File: src/rtl/ddr_rd_arb.sv
// Round-robin arbiter sharing one DDR read master among NREQ requesters (req/ack, 2-word command, data burst).
// Optional build macro DDR_RD_ARB_TMO_EN adds a no-progress watchdog that aborts a stalled grant.
module ddr_rd_arb #(
    parameter int NREQ  = 4,
    parameter int TMO_W = 16
) (
    input  logic                 clk,
    input  logic                 rst_n,
    input  logic                 enb,
    input  logic [NREQ-1:0]      req,
    output logic [NREQ-1:0]      ack,
    input  logic [NREQ-1:0]      cmd_v,
    input  logic [32*NREQ-1:0]   cmd_d,
    output logic [NREQ-1:0]      rd_v,
    output logic [31:0]          rd_d,
    output logic                 m_cmd_v,
    output logic [31:0]          m_cmd_d,
    input  logic                 m_rd_v,
    input  logic [31:0]          m_rd_d,
    output logic                 busy,
    output logic [2:0]           gnt_id,
    output logic                 err_orph,
    output logic                 err_tmo
);

    localparam int IW = (NREQ > 1) ? $clog2(NREQ) : 1;

    typedef enum logic [2:0] {
        S_IDLE  = 3'd0,
        S_ACK   = 3'd1,
        S_CMD_A = 3'd2,
        S_CMD_L = 3'd3,
        S_DATA  = 3'd4
    } state_t;

    state_t          state_q, state_d;
    logic [2:0]      ptr_q, ptr_d;
    logic [2:0]      gnt_q, gnt_d;
    logic [7:0]      len_q, len_d;
    logic [7:0]      beat_q, beat_d;
    logic [NREQ-1:0] ack_q, ack_d;
    logic [NREQ-1:0] rd_v_q, rd_v_d;
    logic [31:0]     rd_d_q, rd_d_d;
    logic            m_cmd_v_q, m_cmd_v_d;
    logic [31:0]     m_cmd_d_q, m_cmd_d_d;
    logic            err_orph_q, err_orph_d;

    logic            found;
    logic [IW-1:0]   win;
    int              idx;
    logic [IW-1:0]   gsel;
    logic [31:0]     cmd_word;

    assign gsel     = gnt_q[IW-1:0];
    assign cmd_word = cmd_d[{gsel, 5'd0} +: 32];

    // Rotating search: the port after the last winner has highest priority.
    always_comb begin
        found = 1'b0;
        win   = '0;
        idx   = 0;
        for (int k = 1; k <= NREQ; k++) begin
            idx = int'(ptr_q) + k;
            if (idx >= NREQ) idx = idx - NREQ;
            if (!found && req[idx[IW-1:0]]) begin
                found = 1'b1;
                win   = idx[IW-1:0];
            end
        end
    end

`ifdef DDR_RD_ARB_TMO_EN
    logic [TMO_W-1:0] tmo_q, tmo_d;
    logic             err_tmo_q, err_tmo_d;
`endif

    always_comb begin
        state_d    = state_q;
        ptr_d      = ptr_q;
        gnt_d      = gnt_q;
        len_d      = len_q;
        beat_d     = beat_q;
        ack_d      = '0;
        rd_v_d     = '0;
        rd_d_d     = rd_d_q;
        m_cmd_v_d  = 1'b0;
        m_cmd_d_d  = m_cmd_d_q;
        err_orph_d = err_orph_q;
`ifdef DDR_RD_ARB_TMO_EN
        tmo_d      = '0;
        err_tmo_d  = err_tmo_q;
`endif

        case (state_q)
            S_IDLE: begin
                if (found) begin
                    gnt_d      = 3'(win);
                    ack_d[win] = 1'b1;
                    state_d    = S_ACK;
                end
            end
            S_ACK: state_d = S_CMD_A;
            S_CMD_A: begin
                if (cmd_v[gsel]) begin
                    m_cmd_v_d = 1'b1;
                    m_cmd_d_d = cmd_word;
                    state_d   = S_CMD_L;
                end
            end
            S_CMD_L: begin
                if (cmd_v[gsel]) begin
                    m_cmd_v_d = 1'b1;
                    m_cmd_d_d = cmd_word;
                    len_d     = cmd_word[7:0];
                    beat_d    = 8'd0;
                    state_d   = S_DATA;
                end
            end
            S_DATA: begin
                if (m_rd_v) begin
                    rd_v_d[gsel] = 1'b1;
                    rd_d_d       = m_rd_d;
                    beat_d       = beat_q + 8'd1;
                    if (beat_q == len_q) begin
                        ptr_d   = gnt_q;
                        state_d = S_IDLE;
                    end
                end
            end
            default: state_d = S_IDLE;
        endcase

        // Beats outside DATA belong to nobody; they are discarded and flagged.
        if (m_rd_v && state_q != S_DATA) err_orph_d = 1'b1;

`ifdef DDR_RD_ARB_TMO_EN
        if (state_q == S_CMD_A || state_q == S_CMD_L || state_q == S_DATA) begin
            if (cmd_v[gsel] || m_rd_v) begin
                tmo_d = '0;
            end else if (&tmo_q) begin
                err_tmo_d = 1'b1;
                ptr_d     = gnt_q;
                state_d   = S_IDLE;
            end else begin
                tmo_d = tmo_q + 1'b1;
            end
        end
`endif

        if (!enb) begin
            state_d    = S_IDLE;
            ack_d      = '0;
            rd_v_d     = '0;
            m_cmd_v_d  = 1'b0;
            ptr_d      = 3'd0;
            err_orph_d = 1'b0;
`ifdef DDR_RD_ARB_TMO_EN
            tmo_d      = '0;
            err_tmo_d  = 1'b0;
`endif
        end
    end

    always_ff @(posedge clk or negedge rst_n) begin
        if (!rst_n) begin
            state_q    <= S_IDLE;
            ptr_q      <= 3'd0;
            gnt_q      <= 3'd0;
            len_q      <= 8'd0;
            beat_q     <= 8'd0;
            ack_q      <= '0;
            rd_v_q     <= '0;
            rd_d_q     <= 32'd0;
            m_cmd_v_q  <= 1'b0;
            m_cmd_d_q  <= 32'd0;
            err_orph_q <= 1'b0;
        end else begin
            state_q    <= state_d;
            ptr_q      <= ptr_d;
            gnt_q      <= gnt_d;
            len_q      <= len_d;
            beat_q     <= beat_d;
            ack_q      <= ack_d;
            rd_v_q     <= rd_v_d;
            rd_d_q     <= rd_d_d;
            m_cmd_v_q  <= m_cmd_v_d;
            m_cmd_d_q  <= m_cmd_d_d;
            err_orph_q <= err_orph_d;
        end
    end

`ifdef DDR_RD_ARB_TMO_EN
    always_ff @(posedge clk or negedge rst_n) begin
        if (!rst_n) begin
            tmo_q     <= '0;
            err_tmo_q <= 1'b0;
        end else begin
            tmo_q     <= tmo_d;
            err_tmo_q <= err_tmo_d;
        end
    end
    assign err_tmo = err_tmo_q;
`else
    // No watchdog: a stalled requester holds the grant until enb drops.
    assign err_tmo = 1'b0 && (TMO_W > 0);
`endif

    assign ack      = ack_q;
    assign rd_v     = rd_v_q;
    assign rd_d     = rd_d_q;
    assign m_cmd_v  = m_cmd_v_q;
    assign m_cmd_d  = m_cmd_d_q;
    assign busy     = (state_q != S_IDLE);
    assign gnt_id   = gnt_q;
    assign err_orph = err_orph_q;

endmodule

File: config.mk
export PLATFORM = sky130hd
export DESIGN_NAME = ddr_rd_arb
export DESIGN_NICKNAME = d
export VERILOG_FILES = /design/src/rtl/ddr_rd_arb.sv
export SDC_FILE = /design/constraint.sdc
export NUM_CORES = 1
export LEC_CHECK = 0
export CORE_ASPECT_RATIO = 2
export CORE_MARGIN = 4
export CORE_UTILIZATION = 30
export DETAILED_ROUTE_END_ITERATION = 10
export SYNTH_ARGS = -nofsm -noshare
export SYNTH_HDL_FRONTEND = slang
export SYNTH_SLANG_ARGS = --single-unit
export TNS_END_PERCENT = 50
File: constraint.sdc
create_clock -name clk -period 2.2 [get_ports clk]
set_clock_uncertainty 0.2 [all_clocks]
set_input_delay 0.33 -clock clk [delete_from_list [all_inputs] [get_ports clk]]
set_output_delay 0.33 -clock clk [all_outputs]
set_load 0.1 [all_outputs]
==> out/qor.txt, run 1 <==
Worst hold slack: 0.261 ns
Global route total overflow: 0
Die area: 18100 sq um
Synth-to-Final Area Change: 60.5%
Core region area: 15700 sq um
Filler-free cell count of the finished design: 781
Clock insertion delay at the later pin of the skew report: 0.35 ns
Filler cells: 1409
Worst setup SP type: flip-flop
Worst min-delay path category: in2async
Startpoint of the most critical setup path: gnt_id[0]$_DFFE_PN0P_
Stages on worst setup path: 5
Kind of cell with the highest combined delay on the critical path: multiplexers
Async set-or-reset flop fraction in the synthesized netlist: 1.00
Setup repair after global routing missed its margin: no
IO buf count: 248
Global routing usage summed across all routing layers: 0.145
Diode insertion count for antenna repair: 0
Flop pwr share: 0.235
Fin. Hold Viols: 0
Total number of vias: 3645
WP buf/inv: 1
Die span in x: 97.3 microns
Clock tree from TritonCTS: yes
Detail-routed via count per cell: 4.67
Met1 track demand over resource: 0.130
Worst reg2reg path startpoint: gnt_id[0]$_DFFE_PN0P_
M2 GR Usage: 0.287
Gate count of the mapped netlist: 323
Worst setup path endpoint: len_q[4]$_DFFE_PN0P_
Initial standard-cell utilization of the core: 0.305
# Post-CTS Setup Buffers: 0
Post-Place Cells: 764
Overall power of the completed layout: 12.4 mW
Initial DRC Count: 103
Post-detailed-route DRC marker count: 0
Worst setup slack for register-to-register paths: 0.17 ns
Fraction of final layout cells sized beyond drive strength 1: 0.353
Endpoint class of the critical path: flip-flop
Worst slack at placement: -0.122 ns
Most frequent cells in the layout: 170 x sky130_fd_sc_hd__clkdlybuf4s50_1, 95 x sky130_fd_sc_hd__dfrtp_1, 82 x sky130_fd_sc_hd__buf_4
Pin count of the biggest net entering global routing: 66
WS Path Type: reg2reg
Mean routed wirelength per cell: 16.8 microns
Run status: completed
Most common cell after layout, fill and taps aside: sky130_fd_sc_hd__clkdlybuf4s50_1
Endpoint of the worst register-to-register path: len_q[4]$_DFFE_PN0P_
Leakage power: 3.41 nW
Cells traversed along the worst timing path: mux4_2 -> nand3b_4 -> buf_4 -> nor2_8 -> mux2_2
Number of setup violations in the final report: 0
Floorplan row count: 65
Number of global-route vias before repair: 4110
Sequential cell area fraction in the yosys report: 0.508
Max stage delay cell, worst path: sky130_fd_sc_hd__dfrtp_4
Netlist cell types: 40
Part of the total power dissipated in the clock network: 0.121
Mean cell area of the mapped netlist: 14.8 sq um
Final worst path period share: 0.922
Post-route setup slack: 0.171 ns
Met3 track demand over resource in global routing: 0.0468
Clock transition at the registers of the reported paths: 0.07 ns
Required time at the worst-slack endpoint: 2.24 ns
IO Count: 251
Achievable frequency: 493 MHz
Total area of multi-input combinational cells: 2180 sq um
P_int: 5.60 mW
Total number of nets in the final design: 748
Synthesized cell area: 4780 sq um
Post-synthesis sequential element count: 97
Maximum vdd ir drop: 0.000685 V
Slowest Stage Delay on Critical Path: 0.51 ns
Comb power frac: 0.644
Maximum buffer depth of the clock tree: 2
Max Fanout on Critical Path: 12
DIE HEIGHT: 187 microns
Layer with the highest usage: met2
Wire length reported by the detailed router: 13100 microns
Count of warnings emitted by yosys: 0
Count of clock tree sinks: 97
Global placer's final weighted congestion: 0.748
Number of enable flip-flop cells after synthesis: 0
HPWL after detailed placement: 10700 microns
Worst R2R Path Depth: 5
PD cells: 1610 nW/um^2
TritonCTS buffer count: 9
Dominant synthesized flop cell: sky130_fd_sc_hd__dfrtp_1
Switching part of the total: 0.548
Number of antenna violations at the first check in global routing: 0
Max-slew violations: 0
Global-route wire length before repair: 20700 microns
Number of maximum-capacitance constraint violations: 0
FF+latch area: 2430 sq um
Root buffer selected by CTS: sky130_fd_sc_hd__clkbuf_16
Switching power of the nets: 6.79 mW
Antenna viol nets, final: 0
Detailed-routing iteration count for the pre-antenna-repair pass: 6
Maximum level of the CTS H-tree: 3
Time the worst path needs with I/O delays and setup: 2.03 ns
CP Data Arrival Time: 2.07 ns
-- worst min-delay path by stage --
stage / endpoint / slack (ns)
final: ptr_q[1]$_DFFE_PN0P_ / 0.26
after global placement: rd_d[10]$_DFFE_PN0P_ / 0.09
after detailed placement: rd_d[10]$_DFFE_PN0P_ / 0.10
after floorplan: ack[0]$_DFF_PN0_ / -0.17
after CTS: rd_d[31]$_DFFE_PN0P_ / 0.27
after global routing: ptr_q[1]$_DFFE_PN0P_ / 0.30
-- timing repair --
item,in CTS,in global routing
hold buffers,1,0
gates resized for setup,0,0
setup endpoints to repair,0,0
endpoints found under the hold margin,32,0
-- cells in the mapped netlist (2+ instances only) --
library cell               instances  area share
sky130_fd_sc_hd__nand2_1          13       0.010
sky130_fd_sc_hd__inv_1             8      0.0063
sky130_fd_sc_hd__and3_1            2      0.0026
sky130_fd_sc_hd__nor3_1            4      0.0042
sky130_fd_sc_hd__clkbuf_1          4      0.0031
sky130_fd_sc_hd__buf_2             7      0.0073
sky130_fd_sc_hd__o21ai_0           4      0.0042
sky130_fd_sc_hd__buf_6             6       0.014
sky130_fd_sc_hd__xor2_1            3      0.0055
sky130_fd_sc_hd__nand2b_1          3      0.0039
sky130_fd_sc_hd__nand3_1           3      0.0031
sky130_fd_sc_hd__nor2b_1           3      0.0039
sky130_fd_sc_hd__nand4_1           3      0.0039
sky130_fd_sc_hd__nor2_1           19       0.015
sky130_fd_sc_hd__a21oi_1           5      0.0052
sky130_fd_sc_hd__xnor2_1           9       0.016
sky130_fd_sc_hd__mux2_1           15       0.035
sky130_fd_sc_hd__buf_4             3      0.0047
sky130_fd_sc_hd__dfrtp_1          97        0.51
sky130_fd_sc_hd__mux2_4           10       0.031
sky130_fd_sc_hd__mux4_2           33        0.16
sky130_fd_sc_hd__mux2i_1           3      0.0063
sky130_fd_sc_hd__mux2_2           49        0.12
-- layout make-up --
type / instances / area share
Inverter: 8 / 0.00391
Tap cell: 201 / 0.0328
Clock inverter: 6 / 0.00636
Multi-Input combinational cell: 198 / 0.284
Clock buffer: 10 / 0.0311
Timing Repair Buffer: 261 / 0.324
Sequential cell: 97 / 0.317
-- per-layer routing --
layer / vias to the layer above / share of wire
met2: 158 / 0.59
met4: 0 / 0.032
li1: 1693 / -
met5: - / 0
met3: 23 / 0.077
met1: 1771 / 0.31
-- kinds of logic (layout without fill, tap and decap cells) --
| group | count (synthesis) | in the layout | synth area share |
|---|---|---|---|
| AO/OA/AOI/OAI | 16 | 16 | 0.0217 |
| XOR/XNOR | 12 | 12 | 0.0220 |
| adder cells (fa/ha/maj) | 1 | 1 | 0.00262 |
| buffers and inverters | 29 | 285 | 0.0366 |
| flip-flops | 97 | 97 | 0.508 |
| multiplexers | 110 | 110 | 0.344 |
| other | 1 | 2 | 0.000784 |
| AND/OR/NAND/NOR | 57 | 57 | 0.0646 |
-- flip-flops by register name, summed over array words and instances, names as in the netlist --
register,flops
ack,4
beat_q,8
err_orph,1
gnt_id,2
len_q,8
m_cmd_d,32
m_cmd_v,1
ptr_q,2
rd_d,32
rd_v,4
state_q,3
-- per-stage QoR --
| stage | setup TNS [ns] | utilization | cell area (sq um) |
|---|---|---|---|
| 6_report | 0 | 0.489 | 7670 |
| 5_1_grt | 0 | 0.489 | 7670 |
| 4_1_cts | 0 | 0.489 | 7670 |
| 3_5_place_dp | -3.50 | 0.470 | 7380 |
| 3_3_place_gp | -2.50 | 0.470 | 7380 |
| 2_1_floorplan | -0.118 | - | 4790 |
-- power groups by stage --
stage	combinational, mW	sequential, mW	clock, mW
6_report	7.98	2.91	1.50
5_1_grt	8.26	3.01	1.64
4_1_cts	8.08	2.92	1.57
3_5_place_dp	8.08	2.94	0
3_3_place_gp	8.02	2.92	0
2_1_floorplan	1.78	7.25	0
No activity file was read; power rests on OpenSTA's default activity.
==> run 2, diff against run 1 <==
--- a/config.mk
+++ b/config.mk
@@ -5,7 +5,7 @@
 export SDC_FILE = /design/constraint.sdc
 export NUM_CORES = 1
 export LEC_CHECK = 0
-export CORE_ASPECT_RATIO = 2
+export CORE_ASPECT_RATIO = 0.75
 export CORE_MARGIN = 4
 export CORE_UTILIZATION = 30
 export DETAILED_ROUTE_END_ITERATION = 10
==> constraint.sdc (replaced) <==
create_clock -name clk -period 2.2 [get_ports clk]
set_clock_uncertainty 0.2 [all_clocks]
set_input_delay 0.33 -clock clk [delete_from_list [all_inputs] [get_ports clk]]
set_output_delay 0.33 -clock clk [all_outputs]
set_load 0.05 [all_outputs]
==> out/qor.txt, run 2 (synthesized netlist as in run 1, its figures left out) <==
Wire length reported by the detailed router: 13600 microns
Number of global-route vias before repair: 4048
Flop pwr share: 0.279
Worst setup SP type: flip-flop
Count of clock tree sinks: 97
Global route total overflow: 0
Most frequent cells in the layout: 243 x sky130_fd_sc_hd__clkdlybuf4s50_1, 95 x sky130_fd_sc_hd__dfrtp_1, 49 x sky130_fd_sc_hd__mux2_2
Slew HR: 0.631
Initial standard-cell utilization of the core: 0.310
HPWL after detailed placement: 10800 microns
Antenna viol nets, final: 0
Endpoint class of the critical path: flip-flop
Core region area: 15400 sq um
IO Count: 251
Switching power of the nets: 4.42 mW
Hold bufs inserted after CTS: 1
Mean routed wirelength per cell: 17.3 microns
Global placer's final weighted congestion: 0.793
Fin. Hold Viols: 0
Time the worst path needs with I/O delays and setup: 2.06 ns
DIE HEIGHT: 117 microns
Dpl cell area: 7570 sq um
Overall power of the completed layout: 10.4 mW
Number of antenna violations at the first check in global routing: 0
Maximum buffer depth of the clock tree: 2
Pin count of the biggest net entering global routing: 40
Worst reg2reg path startpoint: gnt_id[0]$_DFFE_PN0P_
Max Fanout on Critical Path: 18
Wire length on met2: 6610 microns
Global-route wire length before repair: 22200 microns
WS Path Type: reg2reg
P_int: 5.97 mW
Achievable frequency: 485 MHz
Switching part of the total: 0.425
Worst min-delay path category: reg2reg
Routed wl met3: 989 microns
M1 WL: 5860 microns
PD cells: 1320 nW/um^2
Max-slew violations: 0
Fraction of final layout cells sized beyond drive strength 1: 0.227
Total number of nets in the final design: 749
Run status: completed
Clock transition at the registers of the reported paths: 0.07 ns
Endpoint of the worst register-to-register path: m_cmd_d[10]$_DFFE_PN0P_
Detailed-routing iteration count for the pre-antenna-repair pass: 4
Final instance area: 7890 sq um
Most common cell after layout, fill and taps aside: sky130_fd_sc_hd__clkdlybuf4s50_1
Floorplan row count: 39
Total number of vias: 3630
Final worst path period share: 0.938
Required time at the worst-slack endpoint: 2.22 ns
Post-cts resize count: 0
Detail-routed via count per cell: 4.62
Hold depth: 1
Worst setup slack for register-to-register paths: 0.14 ns
Part of the total power dissipated in the clock network: 0.160
Comb power frac: 0.561
# Post-CTS Setup Buffers: 0
Worst hold slack: 0.290 ns
Worst R2R Path Depth: 4
Post-detailed-route DRC marker count: 0
IO buf count: 248
Clock insertion delay at the later pin of the skew report: 0.34 ns
Maximum vdd ir drop: 0.000662 V
Worst slew pin tran: 0.553 ns
Setup repair after global routing missed its margin: no
Root buffer selected by CTS: sky130_fd_sc_hd__clkbuf_16
Die area: 18000 sq um
Global routing usage summed across all routing layers: 0.152
Number of maximum-capacitance constraint violations: 0
Leakage power: 3.32 nW
Startpoint of the lowest-slack hold path: m_cmd_d[4]$_DFFE_PN0P_
Die span in x: 154 microns
Synth-to-Final Area Change: 65.0%
Number of setup violations in the final report: 0
Worst-case hold path end point: m_cmd_d[4]$_DFFE_PN0P_
TritonCTS buffer count: 9
Diode insertion count for antenna repair: 0
Maximum level of the CTS H-tree: 3
Clock tree from TritonCTS: yes
Initial DRC Count: 106
CP Data Arrival Time: 2.08 ns
Highest metal layer used by the detailed router: met4
run 2: how the worst max path moves through the flow:
| stage | end | cells past startpoint | startpoint | slack [ns] |
|---|---|---|---|---|
| 2_1_floorplan | m_cmd_d[17]$_DFFE_PN0P_ | 4 | gnt_id[0]$_DFFE_PN0P_ | 0.06 |
| 3_3_place_gp | m_cmd_d[0]$_DFFE_PN0P_ | 5 | cmd_v[3] | -0.15 |
| 3_5_place_dp | m_cmd_d[10]$_DFFE_PN0P_ | 5 | cmd_v[3] | -0.16 |
| 4_1_cts | err_orph | 1 | err_orph$_DFFE_PN0P_ | 0.11 |
| 5_1_grt | m_cmd_d[10]$_DFFE_PN0P_ | 4 | gnt_id[0]$_DFFE_PN0P_ | 0.06 |
| 6_report | m_cmd_d[10]$_DFFE_PN0P_ | 4 | gnt_id[0]$_DFFE_PN0P_ | 0.14 |
run 2: critical path, cell delays in order (launching register included):
cell and delay [ns]:
sky130_fd_sc_hd__dfrtp_2 0.41, sky130_fd_sc_hd__mux4_2 0.60, sky130_fd_sc_hd__nand3b_4 0.20, sky130_fd_sc_hd__buf_12 0.19, sky130_fd_sc_hd__mux2_1 0.33
run 2: layout make-up:
cell class | count | area (sq um)
Sequential cell | 97 | 2430
Timing Repair Buffer | 262 | 2680
Fill cell | 1388 | 7530
Inverter | 8 | 30.0
Clock buffer | 10 | 229
Clock inverter | 6 | 82.6
Tap cell | 205 | 256
Multi-Input combinational cell | 198 | 2180
run 2: power by group through the flow:
stage	clock [mW]	combinational [mW]	sequential, mW
2_1_floorplan	0	1.72	4.98
3_3_place_gp	0	5.85	2.90
3_5_place_dp	0	5.91	2.93
4_1_cts	1.72	5.91	2.91
5_1_grt	1.80	6.13	3.00
6_report	1.66	5.83	2.90
run 2: routing by layer:
layer	global-route usage	up-vias
met5	0	-
met4	0.0193	0
met3	0.0538	8
met2	0.252	138
met1	0.197	1798
li1	-	1686
run 2: per-stage QoR:
step	instances	worst slack (ns)	setup TNS (ns)	util
floorplan	324	0.0569	0	-
global placement	769	-0.145	-3.75	0.491
detailed placement	769	-0.163	-4.42	0.491
CTS	786	0.113	0	0.512
global route	786	0.0609	0	0.512
finish	786	0.136	0	0.512
==> run 3, diff against run 2 <==
--- a/config.mk
+++ b/config.mk
@@ -5,10 +5,13 @@
 export SDC_FILE = /design/constraint.sdc
 export NUM_CORES = 1
 export LEC_CHECK = 0
+export CELL_PAD_IN_SITES_DETAIL_PLACEMENT = 0
+export CELL_PAD_IN_SITES_GLOBAL_PLACEMENT = 1
 export CORE_ASPECT_RATIO = 0.75
-export CORE_MARGIN = 4
+export CORE_MARGIN = 5
 export CORE_UTILIZATION = 30
 export DETAILED_ROUTE_END_ITERATION = 10
+export PLACE_DENSITY_LB_ADDON = 0.1
 export SYNTH_ARGS = -nofsm -noshare
 export SYNTH_HDL_FRONTEND = slang
 export SYNTH_SLANG_ARGS = --single-unit
==> out/qor.txt, run 3 (synthesized netlist as in run 1, its figures left out) <==
Most frequent cells in the layout: 242 x sky130_fd_sc_hd__clkdlybuf4s50_1, 95 x sky130_fd_sc_hd__dfrtp_1, 49 x sky130_fd_sc_hd__mux2_2
Max-slew violations: 0
PD cells: 1310 nW/um^2
Achievable frequency: 477 MHz
Time the worst path needs with I/O delays and setup: 2.10 ns
Detailed-routing iteration count for the pre-antenna-repair pass: 6
Fraction of final layout cells sized beyond drive strength 1: 0.227
Global-route wire length before repair: 22300 microns
Worst-case hold path end point: m_cmd_d[8]$_DFFE_PN0P_
Worst R2R Path Depth: 4
Global routing usage summed across all routing layers: 0.152
Antenna viol nets, final: 0
Switching power of the nets: 4.51 mW
CP Data Arrival Time: 2.12 ns
# Post-CTS Setup Buffers: 0
Worst setup slack for register-to-register paths: 0.10 ns
Die span in x: 156 microns
Clock transition at the registers of the reported paths: 0.07 ns
Post-cts resize count: 0
Mean routed wirelength per cell: 18.1 microns
Slowest Stage Delay on Critical Path: 0.57 ns
Filler-free cell count of the finished design: 788
IO buf count: 248
Worst reg2reg path startpoint: gnt_id[0]$_DFFE_PN0P_
Total number of nets in the final design: 746
Comb power frac: 0.571
Run status: completed
Number of setup violations in the final report: 0
Number of antenna violations at the first check in global routing: 0
Clock insertion delay at the later pin of the skew report: 0.34 ns
Slew HR: 0.619
Clock tree from TritonCTS: yes
Filler cells: 1425
Final worst path period share: 0.953
Max Fanout on Critical Path: 26
WS Path Type: reg2reg
Floorplan row count: 40
Diode insertion count for antenna repair: 0
Hold depth: 1
Switching part of the total: 0.439
TritonCTS buffer count: 9
Post-Place Cells: 771
Setup repair after global routing missed its margin: no
Global placer's final weighted congestion: 0.848
DIE HEIGHT: 119 microns
Hold bufs inserted after CTS: 1
Maximum vdd ir drop: 0.000843 V
Total number of vias: 3634
Flop pwr share: 0.281
Endpoint class of the critical path: flip-flop
Layout Utilization: 0.496
Part of the total power dissipated in the clock network: 0.148
Required time at the worst-slack endpoint: 2.22 ns
IO Count: 251
Maximum buffer depth of the clock tree: 2
Count of clock tree sinks: 97
WP buf/inv: 1
HPWL after detailed placement: 11200 microns
Startpoint of the lowest-slack hold path: m_cmd_d[8]$_DFFE_PN0P_
Initial standard-cell utilization of the core: 0.302
Number of maximum-capacitance constraint violations: 0
Initial DRC Count: 192
Cells traversed along the worst timing path: mux4_2 -> nand3b_4 -> buf_12 -> mux2_2
Number of global-route vias before repair: 3846
Max stage delay cell, worst path: sky130_fd_sc_hd__mux4_2
Worst setup SP type: flip-flop
Kind of cell with the highest combined delay on the critical path: multiplexers
Overall power of the completed layout: 10.3 mW
Root buffer selected by CTS: sky130_fd_sc_hd__clkbuf_16
Most common cell after layout, fill and taps aside: sky130_fd_sc_hd__clkdlybuf4s50_1
Post-detailed-route DRC marker count: 0
Worst min-delay path category: reg2reg
Detail-routed via count per cell: 4.61
Worst slew pin tran: 0.570 ns
Maximum level of the CTS H-tree: 3
P_int: 5.76 mW
Endpoint of the worst register-to-register path: m_cmd_d[24]$_DFFE_PN0P_
Pin count of the biggest net entering global routing: 40
Global route total overflow: 0
Die area: 18600 sq um
Synth-to-Final Area Change: 64.1%
Wire length reported by the detailed router: 14200 microns
Core region area: 15800 sq um
Leakage power: 3.30 nW
Fin. Hold Viols: 0
==> run 3: cell count changes in the layout (fill, tap and decap cells not counted), sizes merged <==
cell,previous run,this run
buf,18,16
clkbuf,10,9
bufinv,2,0
clkdlybuf4s50,243,242
inv,8,10
clkinv,3,4
==> run 3: cell type report <==
cell class / instances / area, sq um / area share
inverters: 8 / 30.0 / 0.00383
clock buffers: 9 / 225 / 0.0287
repair buffers: 259 / 2650 / 0.338
well taps: 210 / 263 / 0.0335
multi-input cells: 198 / 2180 / 0.278
clock inverters: 7 / 65.1 / 0.00829
flip-flops and latches: 97 / 2430 / 0.310
==> run 3: layer usage <==
metal | global-route usage | share of wire | up-vias | routed length [microns]
li1 | - | - | 1691 | -
met1 | 0.192 | 0.41 | 1784 | 5880
met2 | 0.251 | 0.49 | 136 | 7000
met3 | 0.0414 | 0.070 | 23 | 1000
met4 | 0.0547 | 0.025 | 0 | 362
met5 | 0 | 0 | - | 0
==> run 3: stage by stage <==
stage	cell area (sq um)	hold slack, ns	TNS [ns]	worst slack, ns
2_1_floorplan	4790	-0.166	0	0.0569
4_1_cts	7850	0.297	0	0.0863
6_report	7850	0.290	0	0.103
5_1_grt	7850	0.311	0	0.0345
3_3_place_gp	7550	0.114	-2.30	-0.102
3_5_place_dp	7550	0.114	-3.70	-0.162
==> run 3: worst reg2reg max path, delay by kind of cell, from the launching register on <==
family | cells | cell delay (ns)
buf+inv | 1 | 0.21
flops | 1 | 0.45
mux | 2 | 0.96
simple gates | 1 | 0.15
==> run 3: worst max path at each step <==
stage | from | to | slack [ns] | depth (start not counted)
6_report | gnt_id[0]$_DFFE_PN0P_ | m_cmd_d[24]$_DFFE_PN0P_ | 0.10 | 4
5_1_grt | gnt_id[0]$_DFFE_PN0P_ | m_cmd_d[24]$_DFFE_PN0P_ | 0.03 | 4
3_5_place_dp | cmd_v[2] | m_cmd_d[24]$_DFFE_PN0P_ | -0.16 | 5
4_1_cts | gnt_id[0]$_DFFE_PN0P_ | m_cmd_d[24]$_DFFE_PN0P_ | 0.09 | 4
3_3_place_gp | cmd_v[3] | m_cmd_d[24]$_DFFE_PN0P_ | -0.10 | 5
2_1_floorplan | gnt_id[0]$_DFFE_PN0P_ | m_cmd_d[17]$_DFFE_PN0P_ | 0.06 | 4
==> run 3: power groups by stage <==
stage	Sequential [mW]	Combinational, mW	Clock [mW]
after floorplan	4.98	1.72	0
after global placement	2.91	5.91	0
after detailed placement	2.93	5.94	0
after CTS	2.90	5.96	1.59
after global routing	2.99	6.15	1.64
final	2.88	5.86	1.51
